==> config.mk <==
export PLATFORM = sky130hd
export DESIGN_NAME = kick_sequencer_flat
export DESIGN_NICKNAME = d
export VERILOG_FILES = /design/src/rtl/kick_pkg.sv /design/src/rtl/kick_sequencer_if.sv /design/src/rtl/kick_timer.sv /design/src/rtl/kick_sequencer.sv /design/src/flat_wrapper.sv
export SDC_FILE = /design/constraint.sdc
export NUM_CORES = 1
export LEC_CHECK = 0
export ABC_AREA = 1
export ABC_CLOCK_PERIOD_IN_PS = 3210
export BUFFER_PORTS_ARGS = -buffer_cell sky130_fd_sc_hd__buf_2
export CAP_MARGIN = 25
export CORE_MARGIN = 2
export CORE_UTILIZATION = 60
export DETAILED_ROUTE_END_ITERATION = 8
export PLACE_DENSITY = 0.91
export REMOVE_ABC_BUFFERS = 1
export SYNTH_ARGS = -nofsm -noshare
export SYNTH_HDL_FRONTEND = slang
export SYNTH_HIERARCHICAL = 1
export SYNTH_SLANG_ARGS = --single-unit
==> constraint.sdc <==
create_clock -name clk -period 3.21 [get_ports clk]
set_input_delay 0.4815 -clock clk [delete_from_list [all_inputs] [get_ports clk]]
set_output_delay 0.4815 -clock clk [all_outputs]
set_load 0.01 [all_outputs]
==> src/rtl/kick_pkg.sv <==
// Shared types and constants for the kick sequencer: state encoding,
// grant codes and timer width helpers.
package kick_pkg;

  typedef enum logic [2:0] {
    S_IDLE,
    S_CHARGING,
    S_READY,
    S_FIRING,
    S_COOLDOWN,
    S_FAULT
  } state_t;

  localparam logic [1:0] GRANT_HOST = 2'b01;
  localparam logic [1:0] GRANT_AUTO = 2'b10;

  // Bits needed to hold the longest trigger pulse, (2^pwr_w-1)*fire_unit.
  function automatic int fire_cnt_w(int pwr_w, int fire_unit);
    return $clog2(((1 << pwr_w) - 1) * fire_unit + 1);
  endfunction

  function automatic int max3(int a, int b, int c);
    int m;
    m = (a > b) ? a : b;
    return (m > c) ? m : c;
  endfunction

endpackage

==> src/rtl/kick_sequencer_if.sv <==
// Command/charger/solenoid signal bundle for the kick sequencer.
interface kick_sequencer_if #(parameter int PWR_W = 4);
  logic             enable;
  logic             charger_done;
  logic             req_host;
  logic [PWR_W-1:0] power_host;
  logic             req_auto;
  logic [PWR_W-1:0] power_auto;
  logic             charge;
  logic             trigger;
  logic             ready;
  logic             busy;
  logic [1:0]       grant;
  logic             fault;
  logic [7:0]       kick_count;

  modport master (
    output enable, charger_done, req_host, power_host, req_auto, power_auto,
    input  charge, trigger, ready, busy, grant, fault, kick_count
  );

  modport slave (
    input  enable, charger_done, req_host, power_host, req_auto, power_auto,
    output charge, trigger, ready, busy, grant, fault, kick_count
  );
endinterface

==> src/rtl/kick_timer.sv <==
// Loadable down-counter shared by charge timeout, fire width and cooldown.
// expired is high while the count sits at zero.
module kick_timer #(
  parameter int W = 8
) (
  input  logic         clk,
  input  logic         rst_n,
  input  logic         load,
  input  logic [W-1:0] value,
  output logic         expired
);
  logic [W-1:0] cnt;

  always_ff @(posedge clk) begin
    if (!rst_n)          cnt <= '0;
    else if (load)       cnt <= value;
    else if (cnt != '0)  cnt <= cnt - W'(1);
  end

  assign expired = (cnt == '0);
endmodule

==> src/rtl/kick_sequencer.sv <==
// Kicker sequencer: charge, arbitrate host/auto requests, fire, cool down.
// Define KICK_QUEUE_EN to hold one request seen while charging or cooling.
module kick_sequencer
  import kick_pkg::*;
#(
  parameter int PWR_W          = 4,
  parameter int FIRE_UNIT      = 4096,
  parameter int COOLDOWN_CYC   = 500000,
  parameter int CHARGE_TIMEOUT = 50000000
) (
  input logic             clk,
  input logic             rst_n,
  kick_sequencer_if.slave bus
);
  localparam int TW = max3(fire_cnt_w(PWR_W, FIRE_UNIT),
                           $clog2(COOLDOWN_CYC + 1), $clog2(CHARGE_TIMEOUT + 1));

  state_t           state, state_nxt;
  logic             tmr_load, tmr_exp, fire;
  logic [TW-1:0]    tmr_val;
  logic [1:0]       gsel;
  logic             host_vld, auto_vld, req_vld;
  logic [1:0]       req_src;
  logic [PWR_W-1:0] req_pwr;

  assign host_vld = bus.req_host && (bus.power_host != '0);
  assign auto_vld = bus.req_auto && (bus.power_auto != '0);

`ifdef KICK_QUEUE_EN
  logic             pend_vld;
  logic [1:0]       pend_src;
  logic [PWR_W-1:0] pend_pwr;

  // A stored request takes precedence over live requests once READY.
  always_comb begin
    req_vld = pend_vld || host_vld || auto_vld;
    req_src = GRANT_HOST;
    req_pwr = bus.power_host;
    if (pend_vld) begin
      req_src = pend_src;
      req_pwr = pend_pwr;
    end else if (!host_vld) begin
      req_src = GRANT_AUTO;
      req_pwr = bus.power_auto;
    end
  end

  always_ff @(posedge clk) begin
    if (!rst_n) begin
      pend_vld <= 1'b0;
      pend_src <= '0;
      pend_pwr <= '0;
    end else if (!bus.enable || state == S_FAULT || fire) begin
      pend_vld <= 1'b0;
    end else if (state == S_CHARGING || state == S_COOLDOWN) begin
      if (host_vld) begin
        pend_vld <= 1'b1;
        pend_src <= GRANT_HOST;
        pend_pwr <= bus.power_host;
      end else if (auto_vld && !pend_vld) begin
        pend_vld <= 1'b1;
        pend_src <= GRANT_AUTO;
        pend_pwr <= bus.power_auto;
      end
    end
  end
`else
  always_comb begin
    req_vld = host_vld || auto_vld;
    req_src = host_vld ? GRANT_HOST : GRANT_AUTO;
    req_pwr = host_vld ? bus.power_host : bus.power_auto;
  end
`endif

  kick_timer #(.W(TW)) u_timer (
    .clk    (clk),
    .rst_n  (rst_n),
    .load   (tmr_load),
    .value  (tmr_val),
    .expired(tmr_exp)
  );

  // The timer is reloaded on the edge that enters each timed state.
  always_comb begin
    state_nxt = state;
    tmr_load  = 1'b0;
    tmr_val   = '0;
    fire      = 1'b0;
    case (state)
      S_IDLE: if (bus.enable) begin
        state_nxt = S_CHARGING;
        tmr_load  = 1'b1;
        tmr_val   = TW'(CHARGE_TIMEOUT - 1);
      end
      S_CHARGING: begin
        if (!bus.enable)          state_nxt = S_IDLE;
        else if (bus.charger_done) state_nxt = S_READY;
        else if (tmr_exp)         state_nxt = S_FAULT;
      end
      S_READY: begin
        if (!bus.enable) begin
          state_nxt = S_IDLE;
        end else if (!bus.charger_done) begin
          state_nxt = S_CHARGING;
          tmr_load  = 1'b1;
          tmr_val   = TW'(CHARGE_TIMEOUT - 1);
        end else if (req_vld) begin
          state_nxt = S_FIRING;
          fire      = 1'b1;
          tmr_load  = 1'b1;
          tmr_val   = TW'(req_pwr) * TW'(FIRE_UNIT) - TW'(1);
        end
      end
      S_FIRING: if (tmr_exp) begin
        state_nxt = S_COOLDOWN;
        tmr_load  = 1'b1;
        tmr_val   = TW'(COOLDOWN_CYC - 1);
      end
      S_COOLDOWN: if (tmr_exp) begin
        if (bus.enable) begin
          state_nxt = S_CHARGING;
          tmr_load  = 1'b1;
          tmr_val   = TW'(CHARGE_TIMEOUT - 1);
        end else begin
          state_nxt = S_IDLE;
        end
      end
      S_FAULT: if (!bus.enable) state_nxt = S_IDLE;
      default: state_nxt = S_IDLE;
    endcase
  end

  // Outputs are a registered decode of the state register, one cycle behind it.
  always_ff @(posedge clk) begin
    if (!rst_n) begin
      state          <= S_IDLE;
      gsel           <= '0;
      bus.kick_count <= '0;
      bus.charge     <= 1'b0;
      bus.trigger    <= 1'b0;
      bus.ready      <= 1'b0;
      bus.busy       <= 1'b0;
      bus.fault      <= 1'b0;
      bus.grant      <= '0;
    end else begin
      state <= state_nxt;
      if (fire) begin
        gsel           <= req_src;
        bus.kick_count <= bus.kick_count + 8'd1;
      end
      bus.charge  <= (state == S_CHARGING) || (state == S_READY);
      bus.trigger <= (state == S_FIRING);
      bus.ready   <= (state == S_READY);
      bus.busy    <= (state == S_FIRING) || (state == S_COOLDOWN);
      bus.fault   <= (state == S_FAULT);
      bus.grant   <= (state == S_FIRING) ? gsel : 2'b00;
    end
  end
endmodule
==> src/flat_wrapper.sv <==
// flat-port wrapper written by rule: the top's interface ports become plain ports
module kick_sequencer_flat import kick_pkg::*;
#(
  parameter int PWR_W          = 4,
  parameter int FIRE_UNIT      = 4096,
  parameter int COOLDOWN_CYC   = 500000,
  parameter int CHARGE_TIMEOUT = 50000000
)
  (clk, rst_n, bus_enable, bus_charger_done, bus_req_host, bus_power_host, bus_req_auto, bus_power_auto, bus_charge, bus_trigger, bus_ready, bus_busy, bus_grant, bus_fault, bus_kick_count);
  kick_sequencer_if #(.PWR_W(PWR_W)) bus_i ();
  input logic clk;
  input logic rst_n;
  input wire logic [$bits(bus_i.enable)-1:0] bus_enable;
  input wire logic [$bits(bus_i.charger_done)-1:0] bus_charger_done;
  input wire logic [$bits(bus_i.req_host)-1:0] bus_req_host;
  input wire logic [$bits(bus_i.power_host)-1:0] bus_power_host;
  input wire logic [$bits(bus_i.req_auto)-1:0] bus_req_auto;
  input wire logic [$bits(bus_i.power_auto)-1:0] bus_power_auto;
  output wire logic [$bits(bus_i.charge)-1:0] bus_charge;
  output wire logic [$bits(bus_i.trigger)-1:0] bus_trigger;
  output wire logic [$bits(bus_i.ready)-1:0] bus_ready;
  output wire logic [$bits(bus_i.busy)-1:0] bus_busy;
  output wire logic [$bits(bus_i.grant)-1:0] bus_grant;
  output wire logic [$bits(bus_i.fault)-1:0] bus_fault;
  output wire logic [$bits(bus_i.kick_count)-1:0] bus_kick_count;
  assign bus_i.enable = bus_enable;
  assign bus_i.charger_done = bus_charger_done;
  assign bus_i.req_host = bus_req_host;
  assign bus_i.power_host = bus_power_host;
  assign bus_i.req_auto = bus_req_auto;
  assign bus_i.power_auto = bus_power_auto;
  assign bus_charge = bus_i.charge;
  assign bus_trigger = bus_i.trigger;
  assign bus_ready = bus_i.ready;
  assign bus_busy = bus_i.busy;
  assign bus_grant = bus_i.grant;
  assign bus_fault = bus_i.fault;
  assign bus_kick_count = bus_i.kick_count;
  kick_sequencer #(.PWR_W(PWR_W), .FIRE_UNIT(FIRE_UNIT), .COOLDOWN_CYC(COOLDOWN_CYC), .CHARGE_TIMEOUT(CHARGE_TIMEOUT)) u_core (.clk(clk), .rst_n(rst_n), .bus(bus_i));
endmodule
[Yosys cells after proc, flatten, opt, wreduce, memory -nomap -nowiden]
Index checks and enable logic that the tools add are counted.
Word-level totals
  output and inout bits: 15
  input port bits: 14
  flip-flop bits (word level): 46
Cells by class
  add/subtract/negate cells: 3
  mux-type cells: 33
  reduce and logical (&&, ||, !) cells: 13
  equality and inequality tests: 11
Operators by type and width (count)
  $mux W26: 7
  $pmux W26 S4: 1
  $mux W3: 10
  $logic_not A26 Y1: 1
  $reduce_bool A26 Y1: 1
  $sub A26 B1 Y26 const B: 1
  $mux W19: 1
  $pmux W3 S6: 1
  $sub A16 B1 Y17 const B: 1
  $mux W1: 10
  $add A8 B1 Y8 const B: 1
  $ne A4 B3 Y1 const B: 2
  $reduce_bool A4 Y1: 2
  $eq A3 B2 Y1 const B: 2
  $eq A3 B3 Y1 const B: 2
  $reduce_and A6 Y1: 1
  $mux W4: 1
  $ne A2 B1 Y1 const B: 2
  $ne A2 B2 Y1 const B: 2
  $pmux W1 S4: 1
  $eq A3 B1 Y1 const B: 1
  $logic_not A3 Y1: 1
  $logic_or A1 B1 Y1: 3
  $logic_and A1 B1 Y1: 2
  other kinds (3): 3

[Logic depth before layout (Yosys ltp)]
  depth in word-level cells: 9
  mapped depth: 18
  mapped depth without buffers: 17

[Hierarchy]
The synthesis kept the hierarchy.
By module, submodules not included
  kick_timer: cells an instance 282, area an instance 1808.0 um^2, seq. area each 520.5 um^2, instances 1
  kick_sequencer: cells an instance 190, area an instance 1256.2 um^2, seq. area each 400.4 um^2, instances 1

[Worst setup path before layout]
Ideal clock, no wire load.
  path type: register to register
  start: register u_core.u_timer.cnt[0]
  end: register u_core.u_timer.cnt[19]
  data required time: 3082 ps
  data arrival time: 2458 ps
  stages on the path, launching flop included: 18
  setup time: 128 ps
  slack: 625 ps
  buffers on the path: 1
  clock period less this slack: 2585 ps
  cell sequence: dfxtp_1 -> inv_1 -> ha_1 -> nand2_4 -> nor2_8 -> nand3_4 -> nor2_4 -> nand3_2 -> inv_1 -> nand4_1 -> nand3_2 -> inv_1 -> nand2_1 -> inv_2 -> clkbuf_1 -> or2_2 -> nand3_2 -> nor2_1
On the way
  cells in the longest elaborated chain, start to end: 4
RTL lines
  from (decl): line kick_timer.sv:12  | logic [W-1:0] cnt;
  from (signal assigned): line kick_timer.sv:16  | else if (load) cnt <= value;
  from (signal assigned): line kick_timer.sv:17  | else if (cnt != '0) cnt <= cnt - W'(1);
  $logic_not A26 Y1 *: line kick_timer.sv:20  | assign expired = (cnt == '0);
  named net u_core.tmr_exp: line kick_sequencer.sv:19  | logic tmr_load, tmr_exp, fire;
  $mux W1 (on tied branches): line kick_sequencer.sv:119, kick_sequencer.sv:114
  $pmux W1 S4 *: line kick_sequencer.sv:89  | case (state)
  named net u_core.tmr_load: line kick_sequencer.sv:19
  $mux W26 or $reduce_bool A2 Y1 (tied branches)
Mark *: on every way through the listed nets, which the timed path passes. The rest lies on a longest branch. The select of a mux whose other input is x is not followed.
A chain may end at the register's enable or synchronous reset.

[Worst setup path after layout]
Ends and elaborated chain as after synthesis.

==> results.yml <==
worst_setup_path:
  reg2reg_slack_ns: 0.32
  r2r_cells: 16
  cp-endpoint: "u_core/u_timer/cnt[19]"
  crit_start: "u_core/u_timer/cnt[0]"
  required_ns: 3.40
  critPathLaunchType: "flop"
  crit_arrival_ns: 3.08
  r2r-start: "u_core/u_timer/cnt[0]"
  cp_max_fo: 33
  crit_path_end_kind: "flop"
  crit_type: "flop to flop"
  reg2reg_to: "u_core/u_timer/cnt[19]"
synthesis:
  synthCells: 472
  synth_most_common_cell: "nand2_1"
  yosys.area.top_type: "dfxtp_1"
  synth_flop_cell: "dfxtp_1"
  yosysWarnings: 6
  synth_common_cells: "nand2_1 (116), nor2_1 (75), dfxtp_1 (46), nand3_1 (46), inv_1 (43)"
  synth_cell_types: 36
  ys_async_sr_fraction_pct: 0
  synth_edf_count: 0
  syn_area_sq_mm: 0.00306
  synth_top_area_share_pct: 30.1
  ys_ff_latch: 46
  seq_area_frac_synth_pct: 30.1
  ys_top_cells_by_area: "dfxtp_1 (30%), nand2_1 (14%), nor2_1 (9.2%)"
  syn_avg_cell_area_sq_um: 6.49
global_route:
  overflow: 0
  antenna_found_initial: 0
  grt_pass1_vias: 2848
  grt_use_total_pct: 28.0
  grt_max_degree: 34
  grt_pass1_wl_mm: 12.3
detailed_routing:
  via_per_inst: 5.47
  vias: 3110
  first_pass_iters: 7
  drt_iter0_markers: 203
  drc: 0
  routedWlPerCell_um: 13.2
  postRouteAntennaNets: 0
  routed_wl_mm: 7.52
placed_design:
  io_buffers: 28
  dpl.hpwl_mm: 5.58
  place.gp.congestion: 0.994
  place_inst: 561
layout:
  antenna_cells: 0
  drive_gt1_share_pct: 18.4
  layout.nets: 515
  final_cells: 569
  syn2layout_area_growth_pct: 8.82
power:
  peakVddDrop_uv: 516
  p_leak_nw: 1.60
  power.density_mw_per_mm2: 996
floorplanning:
  die_area_sq_mm: 0.00569
  rows: 26
  die_w_um: 75.5
  start_util_pct: 61.2
  die_y_um: 75.5
  ios: 29
  coreArea_sq_mm: 0.00501
timing:
  slew_headroom_pct: 62.7
  maxSlewViolCount: 0
  finalCritPeriodShare_pct: 90.0
  clock_skew_ns: 0.0117
  tightestPinTransition_ns: 0.558
  finalHoldViolCount: 0
  finalSetupTns_ns: 0
  fmax_ghz: 0.346
  rsz0062_at_grt: "false"
  setup_viol: 0
  fin_crit_ns: 2.89
job:
  maxCapViolations: 0
clocking:
  cts_hold_buffers: 0
  cts.sinks: 46
  post-cts-setup-buffers: 0
  cts_buffers: 5
  cts_root_buf: "clkbuf_8"
  htreeDepth: 2
  cts_resized: 0
  clockBufferDepth: 2
  cts.reportedPaths.clkPinSlew_ns: 0.10
  insertion_delay_ns: 0.31
  cts_tree: "yes"
min_path:
  min_path_cells: 2
  min_path_type: "flop to flop"
outcome:
  outcome: "finished clean"
## final cells by class
type | count | area [sq um]
clock buffer | 5 | 68.8
inverter | 53 | 199
sequential | 46 | 921
timing repair buffer | 30 | 155
multi-input combinational | 362 | 1880
fill | 451 | 1680
clock inverter | 3 | 26.3
tap | 70 | 87.6
## worst min-delay path by stage
stage | slack [ns] | start | to
final | 0.45 | u_core/gsel[1] | u_core/bus.grant[1]
after global routing | 0.46 | u_core/gsel[1] | u_core/bus.grant[1]
after CTS | 0.44 | u_core/gsel[1] | u_core/bus.grant[1]
after detailed placement | 0.42 | u_core/gsel[1] | u_core/bus.grant[1]
after global placement | 0.43 | u_core/gsel[1] | u_core/bus.grant[1]
after floorplan | 0.41 | u_core/gsel[1] | u_core/bus.grant[1]
## layout by cell type (no fill, tap or decap), types with 6 or more instances in the layout
cell type  Yosys  layout
dfxtp_1       46      46
a21oi_1       17      17
nor2_1        75      75
inv_1         43      43
inv_2          9       9
o21ai_0       13      13
nand3_1       46      46
nor2_4         6       6
nand4_1       13      13
o21ai_1        8       8
buf_2          0      28
xnor2_1        8       8
nor2_2         8       8
nand2_2       11      11
nand2_1      116     116
## worst max-delay path, cell delays in order, from the launching register on
cell and delay, ns:
dfxtp_1 0.33, inv_1 0.09, ha_1 0.31, nand2_4 0.11, nor2_8 0.18, nand3_4 0.11, nor2_4 0.13, nand3_2 0.13
inv_1 0.16, nand4_1 0.18, nand3_2 0.14, inv_1 0.07, nand2_1 0.12, inv_2 0.23, or2_2 0.36, nand3_2 0.07
nor2_1 0.04
## registers in the layout, summed over array words and instances, names as in the netlist
| name | cells |
|---|---|
| u_core/bus.ready | 1 |
| u_core/gsel | 2 |
| u_core/bus.fault | 1 |
| u_core/u_timer/cnt | 26 |
| u_core/bus.charge | 1 |
| u_core/bus.grant | 2 |
| u_core/bus.busy | 1 |
| u_core/state | 3 |
| u_core/bus.trigger | 1 |
| u_core/bus.kick_count | 8 |
## routing by layer
metal | vias to the layer above | wire, um | global-route usage, %
met2 | 113 | 3590 | 48.6
li1 | 1562 | - | -
met5 | - | 0 | 0
met3 | 26 | 473 | 5.82
met1 | 1409 | 3250 | 33.8
met4 | 0 | 213 | 11.3
## where the power goes
group	switching, mW	internal (mW)	leakage (nW)
Clock	0.229	0.162	0.0495
Sequential	0.172	0.737	0.376
Combinational	1.33	0.688	1.17
## kinds of logic (layout without fill, tap and decap cells)
logic type / count (synthesis) / after routing / synth area share (%)
AND/OR/NAND/NOR: 298 / 298 / 47.3
buffers and inverters: 64 / 91 / 8.70
flip-flops: 46 / 46 / 30.1
AO/OA/AOI/OAI: 45 / 45 / 8.00
XOR/XNOR: 12 / 12 / 3.43
multiplexers: 4 / 4 / 1.31
adder cells (fa/ha/maj): 3 / 3 / 1.23
## metrics by stage
stage	power [mW]	setup WS [ns]	hold WS (ns)	utilization (%)	instance area (sq um)
after floorplan	2.47	0.177	0.408	-	3000
after global placement	2.83	0.521	0.429	64.7	3240
after detailed placement	2.88	0.387	0.424	64.7	3240
after CTS	3.28	0.366	0.443	66.6	3330
after global routing	3.60	0.0724	0.459	66.6	3330
final	3.32	0.320	0.447	66.6	3330
No activity file was read; power rests on OpenSTA's default activity.
